--- src/rtl/frame_clear_engine.sv ---
// Rectangular clear/fill engine: sweeps an inclusive, clamped rectangle in raster order over a valid/ready write port.
// Optional macro FRAME_CLEAR_ABORT_EN adds an abort input that ends a running sweep early.
module frame_clear_engine #(
    parameter int H_RES   = 320,
    parameter int V_RES   = 240,
    parameter int COORD_W = 11,
    parameter int DATA_W  = 8
) (
    input  logic               clock,
    input  logic               reset,
    input  logic               start,
    input  logic [COORD_W-1:0] x0,
    input  logic [COORD_W-1:0] y0,
    input  logic [COORD_W-1:0] x1,
    input  logic [COORD_W-1:0] y1,
    input  logic [DATA_W-1:0]  fill_value,
    input  logic               wr_ready,
`ifdef FRAME_CLEAR_ABORT_EN
    input  logic               abort,
`endif
    output logic               wr_en,
    output logic [COORD_W-1:0] x_coord,
    output logic [COORD_W-1:0] y_coord,
    output logic [DATA_W-1:0]  wr_data,
    output logic               busy,
    output logic               done
);

    localparam logic [COORD_W-1:0] X_MAX = COORD_W'(H_RES - 1);
    localparam logic [COORD_W-1:0] Y_MAX = COORD_W'(V_RES - 1);

    typedef enum logic [1:0] {IDLE, RUN, DONE} state_t;
    state_t state;

    logic [COORD_W-1:0] x1_clamp, y1_clamp;
    logic [COORD_W-1:0] x_lo, x_hi, y_hi;
    logic               empty;
    logic               row_end;
    logic               sweep_end;

    always_comb begin
        x1_clamp = (x1 > X_MAX) ? X_MAX : x1;
        y1_clamp = (y1 > Y_MAX) ? Y_MAX : y1;
        empty    = (x1_clamp < x0) || (y1_clamp < y0) || (x0 > X_MAX) || (y0 > Y_MAX);
    end

    // The accepted write at the bottom-right corner (or an abort) closes the sweep.
    always_comb begin
        row_end   = (x_coord == x_hi);
        sweep_end = wr_ready && row_end && (y_coord == y_hi);
`ifdef FRAME_CLEAR_ABORT_EN
        sweep_end = sweep_end || abort;
`endif
    end

    always_ff @(posedge clock) begin
        if (reset) begin
            state   <= IDLE;
            wr_en   <= 1'b0;
            busy    <= 1'b0;
            done    <= 1'b0;
            x_coord <= '0;
            y_coord <= '0;
            wr_data <= '0;
            x_lo    <= '0;
            x_hi    <= '0;
            y_hi    <= '0;
        end else begin
            case (state)
                IDLE: begin
                    done <= 1'b0;
                    if (start) begin
                        if (empty) begin
                            state <= DONE;
                            done  <= 1'b1;
                        end else begin
                            state   <= RUN;
                            wr_en   <= 1'b1;
                            busy    <= 1'b1;
                            x_lo    <= x0;
                            x_hi    <= x1_clamp;
                            y_hi    <= y1_clamp;
                            x_coord <= x0;
                            y_coord <= y0;
                            wr_data <= fill_value;
                        end
                    end
                end
                RUN: begin
                    if (sweep_end) begin
                        state <= DONE;
                        wr_en <= 1'b0;
                        busy  <= 1'b0;
                        done  <= 1'b1;
                    end else if (wr_ready) begin
                        if (row_end) begin
                            x_coord <= x_lo;
                            y_coord <= y_coord + COORD_W'(1);
                        end else begin
                            x_coord <= x_coord + COORD_W'(1);
                        end
                    end
                end
                DONE: begin
                    done  <= 1'b0;
                    state <= IDLE;
                end
                default: begin
                    state <= IDLE;
                    wr_en <= 1'b0;
                    busy  <= 1'b0;
                    done  <= 1'b0;
                end
            endcase
        end
    end

endmodule
--- config.mk ---
export PLATFORM = sky130hd
export DESIGN_NAME = frame_clear_engine
export DESIGN_NICKNAME = d
export VERILOG_FILES = /design/src/rtl/frame_clear_engine.sv
export SDC_FILE = /design/constraint.sdc
export NUM_CORES = 1
export LEC_CHECK = 0
export ABC_AREA = 1
export CAP_MARGIN = 20
export CORE_AREA = 2 2 123 125
export DETAILED_ROUTE_END_ITERATION = 6
export DIE_AREA = 0 0 125 127
export GPL_ROUTABILITY_DRIVEN = 0
export GPL_TIMING_DRIVEN = 1
export SLEW_MARGIN = 20
export SYNTH_ARGS = -nofsm -noshare
export SYNTH_HDL_FRONTEND = slang
export SYNTH_SLANG_ARGS = --single-unit
--- constraint.sdc ---
create_clock -name clock -period 2.7 [get_ports clock]
set_input_delay 0.27 -clock clock [delete_from_list [all_inputs] [get_ports clock]]
set_output_delay 0.27 -clock clock [all_outputs]
set_load 0.02 [all_outputs]
==> run summary <==
Outcome - finished clean
Leak - 0.00280 µW
DIE AREA - 15900 µm²
ANT nets after route - 0
Number of synthesized register bits - 67
Routed WL per cell - 12.8 µm
Vias in the first global route - 4024
Final hold violations - 0
Yosys top cell area share - 0.315
Final setup fails - 0
Synth area leaders - dfxtp_1, nor2_1, nand2_1
Synth cell count leaders - nor2_1, nand2_1, inv_1, dfxtp_1, o21ai_0
Hold Crit Class - input port to flop
CTS sink cnt - 67
Die W - 125 µm
H-tree depth - 3
Crit start category - input port
Largest net degree at the start of global routing - 32
P&R area growth vs syn - 45.1%
Placeable Area - 14400 µm²
Crit path DAT - 2.83 ns
VDD IR max - 0.317 mV
Final period utilization - 0.947
FMAX - 0.391 GHz
Initial antenna violation count - 0
Drt initial violations - 217
Final std cells w/o fill - 996
CP Cell Sequence - clkdlybuf4s50_1, inv_1, nand2_2, nor2_4, inv_2, buf_4, nor2_1, inv_1, ha_1, nand2_1, nor3_2, nand2_1, nand2_2, nand4_1, nor2_4, buf_6, clkbuf_16, o21ai_0, nor2_1
Ant diodes - 0
DR vias/cell - 4.47
Worst-case clock buffer depth - 2
Row cnt - 44
Async set-reset flop share out of synthesis - 0
Synthesized instance count - 677
Worst-skew pair later-pin latency - 0.34 ns
Root Buffer - clkbuf_16
Final layout net count - 885
Final max-slew violation count - 0
Crit Path Class - input port to flop
Post-Syn Area - 4260 µm²
Yosys warns - 0
Drt total wl - 12.8 mm
Die height - 127 µm
CP max stage cell - clkdlybuf4s50_1
Clock slew at reported path FFs - 0.06 ns
Final min period - 2.56 ns
Worst-margin pin slew - 0.553 ns
Delay-heaviest family, CP - simple AND/OR/NAND/NOR gates
Main flop type after synthesis - dfxtp_1
IO Count - 89
EDFF count, synth - 0
Post-synth cell types - 34
Most frequent cell after synthesis - nor2_1
Total CTS buffers - 9
Worst Path Buf+Inv - 7
# placed instances - 972
Area leader, netlist - dfxtp_1
Max cap viols - 0
Grt total ovfl - 0
Worst EP required - 2.98 ns
Nature of the critical path endpoint - flop
Worst path max stage delay - 0.39 ns
Worst hold slack - 0.433 ns
Layout cells sized above 1 - 0.138
Syn_area_per_cell - 6.30 µm²
DP Wirelength - 9.40 mm
First-pass GRT wire length - 20.2 mm
Buffers on Ports - 88
Post-CTS Hold Buffers - 0
DR pass1 iterations - 4
Worst Path Max Fanout - 5
DR DRC count - 0
Sequential cell area fraction in the yosys report - 0.315
Clock skew - 0.00510 ns
Starting density of the core - 0.296
CTS tree - yes
Rel. slew slack - 0.628
Vias - 4448
Total track usage - 0.158
P per Cell Area - 583 nW/µm²
-- worst min-delay path, cell delays in order --
cell,delay [ns]
dlymetal6s2s_1,0.11
buf_4,0.11
or2_4,0.12
nor2_2,0.04
nor2_1,0.08
-- logic make-up (layout without fill, tap and decap cells) --
kind of cell | after synthesis | count (layout) | share of synthesized area
fa+ha+maj | 22 | 22 | 0.0646
buf+inv | 122 | 253 | 0.119
simple gates | 349 | 349 | 0.338
compound gates | 94 | 94 | 0.118
xor+xnor | 22 | 22 | 0.0452
flops | 67 | 67 | 0.315
other cells | 1 | 5 | 0.000879
-- cell type report --
cell class                      instances  area, µm²
Fill cell                            1540       8240
Sequential cell                        67       1340
Tap cell                              184        230
Clock buffer                           10        239
Timing Repair Buffer                  142       1420
Multi-Input combinational cell        492       2530
Clock inverter                          6       65.1
Inverter                               95        357
-- report_power, final --
part           leakage (µW)  internal (µW)  total (µW)  switching (µW)
Clock              0.000137            738        1210             472
Sequential         0.000544           1070        1180             112
Combinational       0.00212            522        1220             693
-- path summary, 6_finish.rpt --
kind,slack [ns],end,from,cells past startpoint
max,0.14,wr_data[2],y1[8],19
min,0.43,y_hi[7],y1[7],5
max reg2reg,0.50,y_coord[1],x_coord[0],14
min reg2reg,0.44,x_lo[9],x_lo[9],2
-- metrics by stage --
step | worst slack, ns | setup TNS, ns | total power, µW | cell area [µm²] | utilization
after floorplan | 0.328 | 0 | 1940 | 4280 | -
after global placement | -0.254 | -11.43 | 2400 | 5620 | 0.390
after detailed placement | -0.302 | -14.59 | 2400 | 5620 | 0.390
after CTS | 0.0424 | 0 | 3620 | 5920 | 0.411
after global routing | -0.0687 | -1.35 | 3840 | 6190 | 0.429
final | 0.144 | 0 | 3600 | 6190 | 0.429
-- routing by layer --
| metal | global-route usage | share of wire |
|---|---|---|
| met4 | 0.0536 | 0.017 |
| met5 | 0 | 0 |
| met2 | 0.244 | 0.44 |
| met1 | 0.220 | 0.50 |
| met3 | 0.0335 | 0.047 |
-- registers in the layout (all words and copies together) (netlist names) --
name,cells
x_hi,11
x_lo,11
busy,1
y_hi,11
x_coord,11
state,2
wr_data,8
y_coord,11
done,1
-- repair_timing --
action	in CTS	in global routing
hold endpoints to repair	0	0
setup buffers	0	5
endpoints found under the setup margin	0	65
gates resized for setup	0	48
-- placed cells by master (no fill, tap or decap), types with 3 or more instances in the layout --
master,instances
o21ai_0,48
buf_12,5
nor3_2,3
nor2_2,9
nand3_1,15
nand3_2,4
conb_1,5
xor2_1,9
nor2_4,3
a21oi_1,26
dfxtp_1,67
inv_2,8
ha_1,19
dlymetal6s2s_1,7
o21ai_1,8
clkinvlp_4,4
inv_1,87
buf_4,42
nor3_1,13
nand4_1,12
xnor2_1,13
buf_6,5
nor2_1,144
clkbuf_16,11
nor4_1,3
clkdlybuf4s50_1,81
o211ai_1,6
nand2_1,133
nand2_2,8
ha_4,3
Note: power is estimated with default switching activity, not from simulation.
